## config.mk

```make
export PLATFORM = sky130hd
export DESIGN_NAME = hv_adc_multi_avg
export DESIGN_NICKNAME = d
export VERILOG_FILES = /design/src/rtl/hv_adc_multi_avg.sv
export SDC_FILE = /design/constraint.sdc
export NUM_CORES = 1
export LEC_CHECK = 0
export ABC_AREA = 1
export CORE_ASPECT_RATIO = 0.7
export CORE_MARGIN = 2
export CORE_UTILIZATION = 55
export DETAILED_ROUTE_END_ITERATION = 12
export PLACE_DENSITY = 0.83
export RECOVER_POWER = 25
export SYNTH_ARGS = -nofsm -noshare
export SYNTH_HDL_FRONTEND = slang
export SYNTH_SLANG_ARGS = --single-unit
```

## constraint.sdc

```tcl
create_clock -name i_clk -period 7.9 [get_ports i_clk]
set_input_delay 1.58 -clock i_clk [delete_from_list [all_inputs] [get_ports i_clk]]
set_output_delay 1.58 -clock i_clk [all_outputs]
set_load 0.05 [all_outputs]
```

## src/rtl/hv_adc_multi_avg.sv

```systemverilog
// hv_adc_multi_avg: multi-channel ADC sample averager for the HV domain.
// Each channel synchronises its asynchronous ready strobe, accumulates the
// captured samples and reports a block or sliding average of depth
// 2^sel with optional round-half-up. Output is registered one edge after
// the history/sum update.
module hv_adc_multi_avg #(
  parameter int CH_NUM   = 2,
  parameter int ADC_DW   = 10,
  parameter int MAX_LOG2 = 3,
  parameter int ROUND    = 0,
  parameter int SEL_W    = $clog2(MAX_LOG2 + 1)
) (
  input  logic                             i_clk,
  input  logic                             i_rst,
  input  logic [CH_NUM-1:0]                i_adc_rdy,
  input  logic [CH_NUM-1:0][ADC_DW-1:0]    i_adc_data,
  input  logic [CH_NUM-1:0]                i_ch_en,
  input  logic                             i_mode,
  input  logic [SEL_W-1:0]                 i_avg_sel,
  output logic [CH_NUM-1:0][ADC_DW-1:0]    o_ch_data,
  output logic [CH_NUM-1:0]                o_ch_vld
);

  localparam int HN = 1 << MAX_LOG2;
  localparam int SW = ADC_DW + MAX_LOG2;
  localparam int CW = MAX_LOG2 + 1;

  // Average of a running sum: floor, or round-half-up with saturation.
  function automatic logic [ADC_DW-1:0] avg_f(input logic [SW-1:0] s,
                                              input logic [SEL_W-1:0] sh);
    logic [SW:0] t;
    t = {1'b0, s};
    if (ROUND != 0 && sh != '0) t = t + ((SW+1)'(1) << (sh - SEL_W'(1)));
    t = t >> sh;
    if (ROUND != 0 && t > (SW+1)'({ADC_DW{1'b1}})) return {ADC_DW{1'b1}};
    return t[ADC_DW-1:0];
  endfunction

  logic [CH_NUM-1:0]             s1_q, s2_q, s3_q;
  logic [CH_NUM-1:0]             strobe;
  logic                          mode_q;
  logic [SEL_W-1:0]              sel_q;
  logic [SEL_W-1:0]              sel_clamp;
  logic                          flush;
  logic [CW-1:0]                 n_val;
  logic [MAX_LOG2-1:0]           last_idx;

  logic [ADC_DW-1:0]             hist_q  [CH_NUM][HN];
  logic [SW-1:0]                 sum_q   [CH_NUM];
  logic [CW-1:0]                 cnt_q   [CH_NUM];
  logic [CH_NUM-1:0]             pend_q;
  logic [ADC_DW-1:0]             pavg_q  [CH_NUM];
  logic [CH_NUM-1:0][ADC_DW-1:0] data_q;
  logic [CH_NUM-1:0]             vld_q;

  logic [SW-1:0]                 sum_d   [CH_NUM];
  logic [CW-1:0]                 cnt_d   [CH_NUM];
  logic [CH_NUM-1:0]             emit_d;
  logic [ADC_DW-1:0]             avg_d   [CH_NUM];

  // Depth selects above MAX_LOG2 silently saturate; compare the clamped
  // value so an out-of-range select does not flush every cycle.
  assign sel_clamp = (int'(i_avg_sel) > MAX_LOG2) ? SEL_W'(MAX_LOG2) : i_avg_sel;
  assign flush     = (i_mode != mode_q) || (sel_clamp != sel_q);
  assign n_val     = CW'(1) << sel_q;
  assign last_idx  = MAX_LOG2'(n_val - CW'(1));
  assign strobe    = s2_q & ~s3_q;

  assign o_ch_data = data_q;
  assign o_ch_vld  = vld_q;

  // Next sum/count per channel for a strobe, and whether it completes an average.
  always_comb begin
    for (int c = 0; c < CH_NUM; c++) begin
      if (mode_q) begin
        sum_d[c] = sum_q[c] + SW'(i_adc_data[c]) - SW'(hist_q[c][last_idx]);
        cnt_d[c] = (cnt_q[c] == n_val) ? cnt_q[c] : cnt_q[c] + CW'(1);
      end else begin
        sum_d[c] = sum_q[c] + SW'(i_adc_data[c]);
        cnt_d[c] = cnt_q[c] + CW'(1);
      end
      emit_d[c] = (cnt_d[c] == n_val);
      avg_d[c]  = avg_f(sum_d[c], sel_q);
    end
  end

  // Synchronisers, config latch, per-channel accumulation and output registers.
  always_ff @(posedge i_clk or posedge i_rst) begin
    if (i_rst) begin
      s1_q   <= '0;
      s2_q   <= '0;
      s3_q   <= '0;
      mode_q <= 1'b0;
      sel_q  <= '0;
      pend_q <= '0;
      data_q <= '0;
      vld_q  <= '0;
      for (int c = 0; c < CH_NUM; c++) begin
        sum_q[c]  <= '0;
        cnt_q[c]  <= '0;
        pavg_q[c] <= '0;
        for (int k = 0; k < HN; k++) hist_q[c][k] <= '0;
      end
    end else begin
      s1_q   <= i_adc_rdy;
      s2_q   <= s1_q;
      s3_q   <= s2_q;
      mode_q <= i_mode;
      sel_q  <= sel_clamp;
      vld_q  <= pend_q;
      pend_q <= '0;
      for (int c = 0; c < CH_NUM; c++) begin
        if (pend_q[c]) data_q[c] <= pavg_q[c];
        if (flush || !i_ch_en[c]) begin
          sum_q[c] <= '0;
          cnt_q[c] <= '0;
          for (int k = 0; k < HN; k++) hist_q[c][k] <= '0;
        end else if (strobe[c]) begin
          hist_q[c][0] <= i_adc_data[c];
          for (int k = 1; k < HN; k++) hist_q[c][k] <= hist_q[c][k-1];
          // Block mode restarts the sum on the edge that completes a block.
          if (!mode_q && emit_d[c]) begin
            sum_q[c] <= '0;
            cnt_q[c] <= '0;
          end else begin
            sum_q[c] <= sum_d[c];
            cnt_q[c] <= cnt_d[c];
          end
          pend_q[c] <= emit_d[c];
          pavg_q[c] <= avg_d[c];
        end
      end
    end
  end

endmodule

```

==> summary.txt <==
Run status
  – Run status: finished, violations left
  – Failing checks: capacitance limit, slew limit

Floorplanning
  – Die ar.: 0.0244 mm²
  – Die W: 186 µm
  – Initial core utilization: 56.1%
  – Io pins: 51
  – Row count: 46
  – Core footprint: 0.0227 mm²
  – Die Y-Extent: 131 µm

Timing
  – RSZ-0062 raised after global routing: false
  – Post-Route Setup TNS: 0 ns
  – Worst-Margin Slew: 3.45 ns
  – FMAX: 0.188 GHz
  – Final min period: 5.32 ns
  – Worst Skew: 0.0154 ns
  – Endpoints failing hold: 0
  – Tightest slew margin relative to the limit: -130%
  – Endpoints failing setup: 0
  – Tcrit/Tclk final: 67.3%
  – Final Max Slew Viols: 131

GRT
  – Total gr overflow: 0
  – Initial antenna violation count: 0
  – First-pass GRT wire length: 50300 µm
  – Vias in the first global route: 9845
  – Total Routing Usage GR: 25.4%
  – Largest net degree at the start of global routing: 197

Detailed routing
  – WL/cell: 16.1 µm
  – DRC viols: 0
  – Routed Antenna Nets: 0
  – 1st-iter DRT viols: 1050
  – Routed Wire Length: 30100 µm
  – Via/cell ratio: 5.54
  – Drt first pass iters: 5
  – Vias: 10366

Power and ir drop
  – P per Cell Area: 206 mW/mm²
  – Pleak: 6.59 nW
  – Max VDD drop: 0.165 mV

Critical path
  – CP Capture Type: register
  – CP top delay family: buffers and inverters
  – Arrival @ worst endpoint: 5.57 ns
  – Crit start category: input port
  – Worst Path Required: 8.15 ns
  – Cell-by-cell trace of the critical path: dlygate4sd3_1, xnor2_1, nand4_1, nor2_1, clkinv_1, clkbuf_1, o22ai_1
  – Worst path slowest cell: clkbuf_1
  – Crit path buf inv count: 3
  – CP max FO: 78
  – Setup CP Type: input port to register
  – Max incr delay on CP: 2.43 ns

Logic synthesis
  – Adder-Cell Fraction of Synth Area: 4.76%
  – Net Count, Synth: 1593
  – Post-synthesis mux area share: 0.620%
  – Async set-or-reset flop fraction in the synthesized netlist: 100%
  – Avg Synthesized Cell Area: 8.38 µm²
  – Cell Area, Synth: 0.0127 mm²
  – Cell count after synthesis: 1518
  – Post-synthesis simple-gate area fraction: 15.9%
  – Synth Area in Compound Gates: 17.4%
  – Post-synth EDFFs: 0
  – Syn. warnings: 0
  – Sequential-to-total area share from yosys stat: 48.6%
  – Yosys reg bits: 247
  – Post-synth top flop: dfrtp_1
  – Xor and xnor fraction of the mapped netlist area: 2.34%
  – Post-synth cell types: 44
  – Largest family of logic cells by synthesized area: compound AO/OA/AOI/OAI gates

Clocking
  – Clock Tree Root: clkbuf_16
  – Clock Latency Late Sink: 0.52 ns
  – Hold_buf cts: 0
  – H-Tree Depth: 1
  – CTS tree: yes
  – Clock slew seen by the registers of the worst setup and hold paths: 0.06 ns
  – CTS Buf Count: 24
  – PostCTS Resize Cnt: 0
  – Max Buffers Root-to-Sink: 3
  – Setup repair bufs after CTS: 0
  – Clock sink count: 247

Layout
  – Ratio of cells with drive above 1 in the final layout: 6.68%
  – Core Util, Final: 62.8%
  – N_diodes: 0
  – Area grow syn2layout: 12.0%
  – Final net count: 1616

Job
  – Maxcap violations: 2

Placement
  – Detailed Place HPWL: 20700 µm
  – Number of port buffers: 50
  – Gpl congestion: 0.910

Min path
  – Tightest Hold Check Type: register to register
==> flip-flops by register name, indices dropped and copies added (netlist names) <==
name,flops
cnt_q,8
hist_q,160
mode_q,1
o_ch_data,20
o_ch_vld,2
pavg_q,20
pend_q,2
s1_q,2
s2_q,2
s3_q,2
sel_q,2
sum_q,26
==> final timing paths <==
check / start / slack [ns] / to / depth (start not counted)
worst max-delay path: i_mode / 2.58 / hist_q[11]$_DFFE_PP0P_ / 7
worst min-delay path: s1_q[1]$_DFF_PP0_ / 0.35 / s2_q[1]$_DFF_PP0_ / 0
worst max register to register: mode_q$_DFF_PP0_ / 3.20 / hist_q[11]$_DFFE_PP0P_ / 6
worst min register to register: s1_q[1]$_DFF_PP0_ / 0.35 / s2_q[1]$_DFF_PP0_ / 0
max in group asynchronous: i_rst / 3.22 / o_ch_data[5]$_DFFE_PP0P_ / 4
min in group asynchronous: i_rst / 2.64 / s1_q[1]$_DFF_PP0_ / 3
==> metal layers <==
| metal | vias to the layer above | wire length [µm] | global-route usage (%) | part of all wire (%) |
|---|---|---|---|---|
| met5 | - | 0 | 0 | 0 |
| met4 | 0 | 725 | 5.99 | 2.4 |
| met3 | 51 | 2400 | 4.66 | 8.0 |
| met2 | 358 | 12600 | 35.7 | 42 |
| met1 | 4893 | 14300 | 40.3 | 48 |
| li1 | 5064 | - | - | - |
==> cells in the mapped netlist (16+ instances only) <==
cell type	count	share of area [%]
o21ai_0	114	4.5
o221ai_1	16	1.1
o22ai_1	137	6.7
nand2_1	298	8.8
xor2_1	24	1.7
ha_1	42	4.1
nand3_1	80	3.1
a21oi_1	47	1.8
inv_1	269	7.9
clkbuf_1	55	1.6
dfrtp_1	247	49
nor2_1	58	1.7
==> worst register-to-register path, cell delays in order, from the launching register on <==
cell and delay, ns:
dfrtp_1 1.01, xnor2_1 0.33, nand4_1 0.24, nor2_1 0.08, clkinv_1 0.05, clkbuf_1 2.43
o22ai_1 0.30
==> cell type report <==
| cell class | instances | area, µm² |
|---|---|---|
| clock buffers | 35 | 712 |
| clock inverters | 8 | 85.1 |
| fillers | 1929 | 8430 |
| inverters | 275 | 1040 |
| multi-input cells | 927 | 5210 |
| flip-flops and latches | 247 | 6180 |
| well taps | 312 | 390 |
| repair buffers | 66 | 626 |
==> report_power, final <==
group	internal, mW	total, mW	leakage [nW]	switching, mW
sequential	1.32	1.34	3.37	0.0248
combinational	0.137	0.438	2.83	0.301
clock	0.660	1.15	0.388	0.493
total	2.12	2.93	6.59	0.818
==> per-stage QoR <==
| step | cells | worst slack [ns] | hold slack [ns] | cell area (µm²) | power, mW |
|---|---|---|---|---|---|
| 6_report | 1870 | 2.58 | 0.353 | 14200 | 2.93 |
| 3_5_place_dp | 1827 | 2.48 | 0.336 | 13500 | 1.80 |
| 5_1_grt | 1870 | 2.19 | 0.356 | 14200 | 3.06 |
| 4_1_cts | 1870 | 3.00 | 0.350 | 14200 | 2.95 |
| 3_3_place_gp | 1827 | 2.67 | 0.335 | 13500 | 1.79 |
| 2_1_floorplan | 1518 | 3.07 | 0.331 | 12700 | 1.67 |
==> placed cells by master, fill, tap and decap left out, drive strengths merged, types with 2 or more instances in the layout <==
cell             n
nand2          300
inv            273
dfrtp          247
o22ai          145
o21ai          128
nand3           82
nor2            63
a21oi           47
ha              42
clkbuf          37
dlygate4sd3     27
xor2            24
clkdlybuf4s50   23
o221ai          16
nand4           15
buf             14
xnor2           10
o21bai           9
mux2             7
a31oi            6
or2              6
nor3             6
clkinv           6
nand3b           4
fa               4
clkinvlp         3
a21boi           3
and2             2
a22oi            2
a211oi           2
a221oi           2
==> kinds of logic (layout without fill, tap and decap cells) <==
family | count (synthesis) | count (layout)
fa+ha+maj | 46 | 46
simple gates | 478 | 478
flops | 247 | 247
mux | 7 | 7
buf+inv | 344 | 384
xor+xnor | 34 | 34
compound gates | 362 | 362
Note: power is estimated with default switching activity, not from simulation.
